`src/rtl/axis_s_pkt_assembler_if.sv`:
```
// Byte-stream input and assembled-packet output bundle for axis_s_pkt_assembler.
// The slave modport is the assembler's view; master is the view of whoever drives it.
interface axis_s_pkt_assembler_if #(
    parameter int PKT_BYTES = 4
);
    logic                   s_axis_tvalid;
    logic [7:0]             s_axis_tdata;
    logic                   s_axis_tlast;
    logic                   s_axis_tready;
    logic                   pkt_valid;
    logic [8*PKT_BYTES-1:0] pkt_data;
    logic [3:0]             pkt_len;
    logic                   pkt_err;
    logic                   pkt_ready;
    logic [7:0]             err_cnt;

    modport slave (
        input  s_axis_tvalid, s_axis_tdata, s_axis_tlast, pkt_ready,
        output s_axis_tready, pkt_valid, pkt_data, pkt_len, pkt_err, err_cnt
    );

    modport master (
        output s_axis_tvalid, s_axis_tdata, s_axis_tlast, pkt_ready,
        input  s_axis_tready, pkt_valid, pkt_data, pkt_len, pkt_err, err_cnt
    );
endinterface

```
`src/rtl/axis_s_pkt_assembler.sv`:
```
// Packs an 8-bit stream into PKT_BYTES-wide little-endian packets, flags framing
// errors, and queues the results in a small first-word-fall-through FIFO.
//
// state      | meaning
// -----------+-----------------------------------------------
// S_IDLE     | no bytes held, next accepted byte is byte 0
// S_ASSEMBLE | 1..PKT_BYTES-1 bytes held in asm_q
// S_DISCARD  | full packet already pushed, dropping tail to tlast
module axis_s_pkt_assembler #(
    parameter int PKT_BYTES  = 4,
    parameter int FIFO_DEPTH = 2
) (
    input  logic                     s_axis_aclk,
    input  logic                     s_axis_aresetn,
    axis_s_pkt_assembler_if.slave    bus
);
    localparam int DW = 8 * PKT_BYTES;
    localparam int AW = (FIFO_DEPTH > 1) ? $clog2(FIFO_DEPTH) : 1;
    localparam int CW = $clog2(FIFO_DEPTH + 1);
    localparam logic [3:0]    LAST_IDX = 4'(PKT_BYTES - 1);
    localparam logic [3:0]    FULL_LEN = 4'(PKT_BYTES);
    localparam logic [AW-1:0] PTR_MAX  = AW'(FIFO_DEPTH - 1);
    localparam logic [CW-1:0] DEPTH_C  = CW'(FIFO_DEPTH);

    typedef enum logic [1:0] {S_IDLE, S_ASSEMBLE, S_DISCARD} state_t;

    state_t        state_q, state_d;
    logic [3:0]    cnt_q, cnt_d;
    logic [DW-1:0] asm_q, asm_d, wr_data;
    logic          push, push_err;
    logic [3:0]    push_len;
    logic          accept, pop, full;
    logic [7:0]    err_q;

    logic [DW-1:0] mem_data [FIFO_DEPTH];
    logic [3:0]    mem_len  [FIFO_DEPTH];
    logic          mem_err  [FIFO_DEPTH];
    logic [AW-1:0] wr_ptr, rd_ptr;
    logic [CW-1:0] occ;

    assign full   = (occ == DEPTH_C);
    // Held low through reset; otherwise a function of registered state only.
    assign bus.s_axis_tready = s_axis_aresetn & ((state_q == S_DISCARD) | ~full);
    assign accept = bus.s_axis_tvalid & bus.s_axis_tready;
    assign pop    = (occ != '0) & bus.pkt_ready;

    always_comb begin
        wr_data = asm_q;
        for (int k = 0; k < PKT_BYTES; k++) begin
            if (cnt_q == 4'(k)) wr_data[8*k +: 8] = bus.s_axis_tdata;
        end
    end

    always_ff @(posedge s_axis_aclk or negedge s_axis_aresetn) begin
        if (!s_axis_aresetn) begin
            state_q <= S_IDLE;
            cnt_q   <= '0;
            asm_q   <= '0;
        end else begin
            state_q <= state_d;
            cnt_q   <= cnt_d;
            asm_q   <= asm_d;
        end
    end

    always_comb begin
        state_d  = state_q;
        cnt_d    = cnt_q;
        asm_d    = asm_q;
        push     = 1'b0;
        push_len = '0;
        push_err = 1'b0;
        case (state_q)
            S_IDLE: begin
                if (accept) begin
                    if (bus.s_axis_tlast) begin
                        push     = 1'b1;
                        push_len = 4'd1;
                        push_err = 1'b1;
                        cnt_d    = '0;
                        asm_d    = '0;
                    end else begin
                        state_d = S_ASSEMBLE;
                        cnt_d   = 4'd1;
                        asm_d   = wr_data;
                    end
                end
            end
            S_ASSEMBLE: begin
                if (accept) begin
                    if (bus.s_axis_tlast) begin
                        push     = 1'b1;
                        push_len = cnt_q + 4'd1;
                        push_err = ((cnt_q + 4'd1) != FULL_LEN);
                        state_d  = S_IDLE;
                        cnt_d    = '0;
                        asm_d    = '0;
                    end else if (cnt_q == LAST_IDX) begin
                        push     = 1'b1;
                        push_len = FULL_LEN;
                        push_err = 1'b1;
                        state_d  = S_DISCARD;
                        cnt_d    = '0;
                        asm_d    = '0;
                    end else begin
                        cnt_d = cnt_q + 4'd1;
                        asm_d = wr_data;
                    end
                end
            end
            S_DISCARD: begin
                if (accept && bus.s_axis_tlast) state_d = S_IDLE;
            end
            default: begin
                state_d = S_IDLE;
                cnt_d   = '0;
                asm_d   = '0;
            end
        endcase
    end

    // Storage is cleared on reset so the head reads as zero while empty after reset.
    always_ff @(posedge s_axis_aclk or negedge s_axis_aresetn) begin
        if (!s_axis_aresetn) begin
            for (int i = 0; i < FIFO_DEPTH; i++) begin
                mem_data[i] <= '0;
                mem_len[i]  <= '0;
                mem_err[i]  <= 1'b0;
            end
            wr_ptr <= '0;
            rd_ptr <= '0;
            occ    <= '0;
        end else begin
            if (push) begin
                mem_data[wr_ptr] <= wr_data;
                mem_len[wr_ptr]  <= push_len;
                mem_err[wr_ptr]  <= push_err;
                wr_ptr <= (wr_ptr == PTR_MAX) ? '0 : wr_ptr + 1'b1;
            end
            if (pop) begin
                rd_ptr <= (rd_ptr == PTR_MAX) ? '0 : rd_ptr + 1'b1;
            end
            case ({push, pop})
                2'b10:   occ <= occ + 1'b1;
                2'b01:   occ <= occ - 1'b1;
                default: occ <= occ;
            endcase
        end
    end

    always_ff @(posedge s_axis_aclk or negedge s_axis_aresetn) begin
        if (!s_axis_aresetn) begin
            err_q <= '0;
        end else if (push && push_err && (err_q != 8'hFF)) begin
            err_q <= err_q + 8'd1;
        end
    end

    assign bus.pkt_valid = (occ != '0);
    assign bus.pkt_data  = mem_data[rd_ptr];
    assign bus.pkt_len   = mem_len[rd_ptr];
    assign bus.pkt_err   = mem_err[rd_ptr];
    assign bus.err_cnt   = err_q;
endmodule

```
`src/flat_wrapper.sv`:
```
// flat-port wrapper written by rule: the top's interface ports become plain ports
module axis_s_pkt_assembler_flat 
#(
    parameter int PKT_BYTES  = 4,
    parameter int FIFO_DEPTH = 2
)
  (s_axis_aclk, s_axis_aresetn, bus_s_axis_tvalid, bus_s_axis_tdata, bus_s_axis_tlast, bus_pkt_ready, bus_s_axis_tready, bus_pkt_valid, bus_pkt_data, bus_pkt_len, bus_pkt_err, bus_err_cnt);
  axis_s_pkt_assembler_if #(.PKT_BYTES(PKT_BYTES)) bus_i ();
  input  logic s_axis_aclk;
  input  logic s_axis_aresetn;
  input wire logic [$bits(bus_i.s_axis_tvalid)-1:0] bus_s_axis_tvalid;
  input wire logic [$bits(bus_i.s_axis_tdata)-1:0] bus_s_axis_tdata;
  input wire logic [$bits(bus_i.s_axis_tlast)-1:0] bus_s_axis_tlast;
  input wire logic [$bits(bus_i.pkt_ready)-1:0] bus_pkt_ready;
  output wire logic [$bits(bus_i.s_axis_tready)-1:0] bus_s_axis_tready;
  output wire logic [$bits(bus_i.pkt_valid)-1:0] bus_pkt_valid;
  output wire logic [$bits(bus_i.pkt_data)-1:0] bus_pkt_data;
  output wire logic [$bits(bus_i.pkt_len)-1:0] bus_pkt_len;
  output wire logic [$bits(bus_i.pkt_err)-1:0] bus_pkt_err;
  output wire logic [$bits(bus_i.err_cnt)-1:0] bus_err_cnt;
  assign bus_i.s_axis_tvalid = bus_s_axis_tvalid;
  assign bus_i.s_axis_tdata = bus_s_axis_tdata;
  assign bus_i.s_axis_tlast = bus_s_axis_tlast;
  assign bus_i.pkt_ready = bus_pkt_ready;
  assign bus_s_axis_tready = bus_i.s_axis_tready;
  assign bus_pkt_valid = bus_i.pkt_valid;
  assign bus_pkt_data = bus_i.pkt_data;
  assign bus_pkt_len = bus_i.pkt_len;
  assign bus_pkt_err = bus_i.pkt_err;
  assign bus_err_cnt = bus_i.err_cnt;
  axis_s_pkt_assembler #(.PKT_BYTES(PKT_BYTES), .FIFO_DEPTH(FIFO_DEPTH)) u_core (.s_axis_aclk(s_axis_aclk), .s_axis_aresetn(s_axis_aresetn), .bus(bus_i));
endmodule
```
`config.mk`:
```
export PLATFORM = sky130hd
export DESIGN_NAME = axis_s_pkt_assembler_flat
export DESIGN_NICKNAME = d
export VERILOG_FILES = /design/src/rtl/axis_s_pkt_assembler_if.sv /design/src/rtl/axis_s_pkt_assembler.sv /design/src/flat_wrapper.sv
export SDC_FILE = /design/constraint.sdc
export NUM_CORES = 1
export LEC_CHECK = 0
export CORE_AREA = 5 5 135 137
export DETAILED_ROUTE_END_ITERATION = 10
export DIE_AREA = 0 0 140 142
export GPL_ROUTABILITY_DRIVEN = 0
export REMOVE_ABC_BUFFERS = 1
export SKIP_CTS_REPAIR_TIMING = 1
export SLEW_MARGIN = 10
export SYNTH_ARGS = -nofsm -noshare
export SYNTH_HDL_FRONTEND = slang
export SYNTH_SLANG_ARGS = --single-unit
export TNS_END_PERCENT = 1
```
`constraint.sdc`:
```
create_clock -name s_axis_aclk -period 6.7 [get_ports s_axis_aclk]
set_input_delay 1.005 -clock s_axis_aclk [delete_from_list [all_inputs] [get_ports s_axis_aclk]]
set_output_delay 1.005 -clock s_axis_aclk [all_outputs]
set_load 0.05 [all_outputs]
```
==> summary.md <==
| Metric | Value |
|---|---|
| Status | completed |
| Final-report max-slew violation count | 0 |
| Area contributors post-synth | dfrtp_1 55%, mux2_2 8.4%, o21ai_0 6.4% |
| GR Overflow Total | 0 |
| Port buffer count | 59 |
| Clock Tree Root | clkbuf_16 |
| Pwr Density | 423 mW/mm^2 |
| Startpoint types | input port |
| Diode count | 0 |
| I/O Pins | 60 |
| Cells after synthesis | 506 |
| Share of post-route cells with drive strength above 1 | 0.145 |
| Gr usage total | 0.136 |
| Clk_lat worst skew | 0.42 ns |
| Nets | 575 |
| Vias in the first global route | 4,081 |
| Ys Warns | 0 |
| CP arrival | 2.85 ns |
| Pin count of the biggest net entering global routing | 73 |
| Total number of H-tree levels | 4 |
| CTS sink cnt | 124 |
| Core Footprint | 0.0169 mm^2 |
| Setup violations, final | 0 |
| Wire length per cell | 16.0 um |
| Relative slew slack | 0.215 |
| Pre-CTS WS | 2.64 ns |
| Initial core utilization | 0.332 |
| Post-route minimum period | 3.86 ns |
| Post-synth EDFFs | 0 |
| Skew final | 0.00728 ns |
| Top cells by count, synth | 124 x dfrtp_1, 86 x nand2_1, 72 x o21ai_0, 42 x mux2_2 |
| Max cap viols | 0 |
| Mapped Area | 0.00562 mm^2 |
| Synth area leader | dfrtp_1 |
| Fin crit share | 0.576 |
| Total CTS buffers | 17 |
| Chip height | 142 um |
| Synth async-reset ratio | 1.00 |
| Hold path depth | 2 |
| Crit path setup slack, layout | 2.84 ns |
| Initial antenna violation count | 0 |
| Synth top area share | 0.552 |
| Total Neg Setup Slack | 0 ns |
| Iteration-0 DRC Markers | 262 |
| Crit. End Element | output pin |
| Worst EP required | 5.69 ns |
| Post-Route WL | 12,700 um |
| Die footprint | 0.0199 mm^2 |
| Kind of critical path | input port to output pin |
| Drc violations | 0 |
| Syn_area_per_cell | 11.1 um^2 |
| Avg Vias per Cell | 4.92 |
| Max VDD drop | 0.204 mV |
| Worst-margin pin slew | 1.18 ns |
| RSZ-0062 raised after global routing | false |
| CTS max path bufs | 2 |
| Cells on worst reg2reg path | 6 |
| Die Width | 140 um |
| Worst Path Max Fanout | 67 |
| Fraction of the yosys area taken by sequential cells | 0.552 |
| Synth Flop Type | dfrtp_1 |
| Area grow syn2layout | 24.5% |
| Fmax achieved | 0.259 GHz |
| Most frequent cell after synthesis | dfrtp_1 |
| Global-route wire length before repair | 21,500 um |
| Row Count | 48 |
| Synthesized flop and latch total | 124 |
| First-pass DRT Iterations | 4 |
| Hpwl dp | 8470 um |
| Routed Antenna Nets | 0 |
| Vias post-DR | 3,892 |
| P_leak | 3.20 nW |
| Worst Hold Class | flop to flop |
| Hold Violations, Final | 0 |
| CTS tree | yes |
| Distinct cells, synth | 38 |
| Clock transition at path regs | 0.05 ns |
layout by cell type (no fill, tap or decap), drive strengths merged, types with 2 or more instances in the layout:
cell and count:
a21boi 2, a21oi 4, a22o 32, and2 5
and3 8, buf 3, bufinv 3, clkbuf 23
clkdlybuf4s50 58, clkinv 3, dfrtp 124, ha 7
inv 4, mux2 42, mux2i 32, nand2 86
nand2b 2, nand3 7, nand4 5, nor2 9
nor3 2, o21ai 78, xnor2 9, xor2 5
layer usage:
metal,wire length (um),vias to the layer above,share of wire,global-route usage
li1,-,1886,-,-
met1,6160,1906,0.49,0.183
met2,5730,75,0.45,0.210
met3,487,25,0.038,0.0343
met4,285,0,0.023,0.0617
met5,0,-,0,0
where the power goes:
group          internal (W)  switching (W)
Clock              0.000617       0.000314
Sequential         0.000921       0.000114
Combinational      0.000373       0.000625
Total               0.00191        0.00105
final cells by class:
type / count / area [um^2]
Timing Repair Buffer: 61 / 603
Clock inverter: 7 / 113
Tap cell: 225 / 282
Inverter: 4 / 15.0
Multi-Input combinational cell: 347 / 2400
Clock buffer: 23 / 488
Sequential cell: 124 / 3100
Fill cell: 1622 / 9940
flip-flops by register name, indices dropped and copies added, names as in the netlist:
| register | flops |
|---|---|
| u_core.mem_err | 2 |
| u_core.mem_data | 64 |
| u_core.rd_ptr | 1 |
| u_core.wr_ptr | 1 |
| u_core.bus.err_cnt | 8 |
| u_core.occ | 2 |
| u_core.mem_len | 8 |
| u_core.cnt_q | 4 |
| u_core.asm_q | 32 |
| u_core.state_q | 2 |
critical path: stages:
cell             delay [ns]
buf_4                  0.62
a21boi_0               0.33
clkdlybuf4s50_1        0.86
metrics by stage:
step | area [um^2] | util | hold WS [ns] | cells | total power [W]
6_report | 7000 | 0.413 | 0.471 | 791 | 0.00296
5_1_grt | 7000 | 0.413 | 0.494 | 791 | 0.00312
3_5_place_dp | 6390 | 0.378 | 0.464 | 761 | 0.00205
3_3_place_gp | 6390 | 0.378 | 0.454 | 761 | 0.00202
4_1_cts | 6990 | 0.413 | 0.477 | 791 | 0.00300
2_1_floorplan | 5500 | - | 0.440 | 475 | 0.00172
worst paths after layout:
| check | startpoint | endpoint | slack [ns] |
|---|---|---|---|
| max | s_axis_aresetn | bus_s_axis_tready | 2.84 |
| min | u_core.mem_data[20] | u_core.mem_data[20] | 0.47 |
| max reg2reg | u_core.cnt_q[0] | u_core.mem_data[9] | 3.75 |
| min reg2reg | u_core.mem_data[20] | u_core.mem_data[20] | 0.47 |
| max in group asynchronous | s_axis_aresetn | u_core.mem_data[18] | 4.75 |
| min in group asynchronous | s_axis_aresetn | u_core.cnt_q[0] | 0.69 |
logic make-up (layout without fill, tap and decap cells):
kind of cell,count (synthesis),after routing,synth area share
AO/OA/AOI/OAI,122,122,0.140
XOR/XNOR,14,14,0.0218
adder cells (fa/ha/maj),7,7,0.0156
buffers and inverters,35,95,0.0236
flip-flops,124,124,0.552
multiplexers,74,74,0.141
AND/OR/NAND/NOR,130,130,0.106
Power figures use the tool's default switching activity.
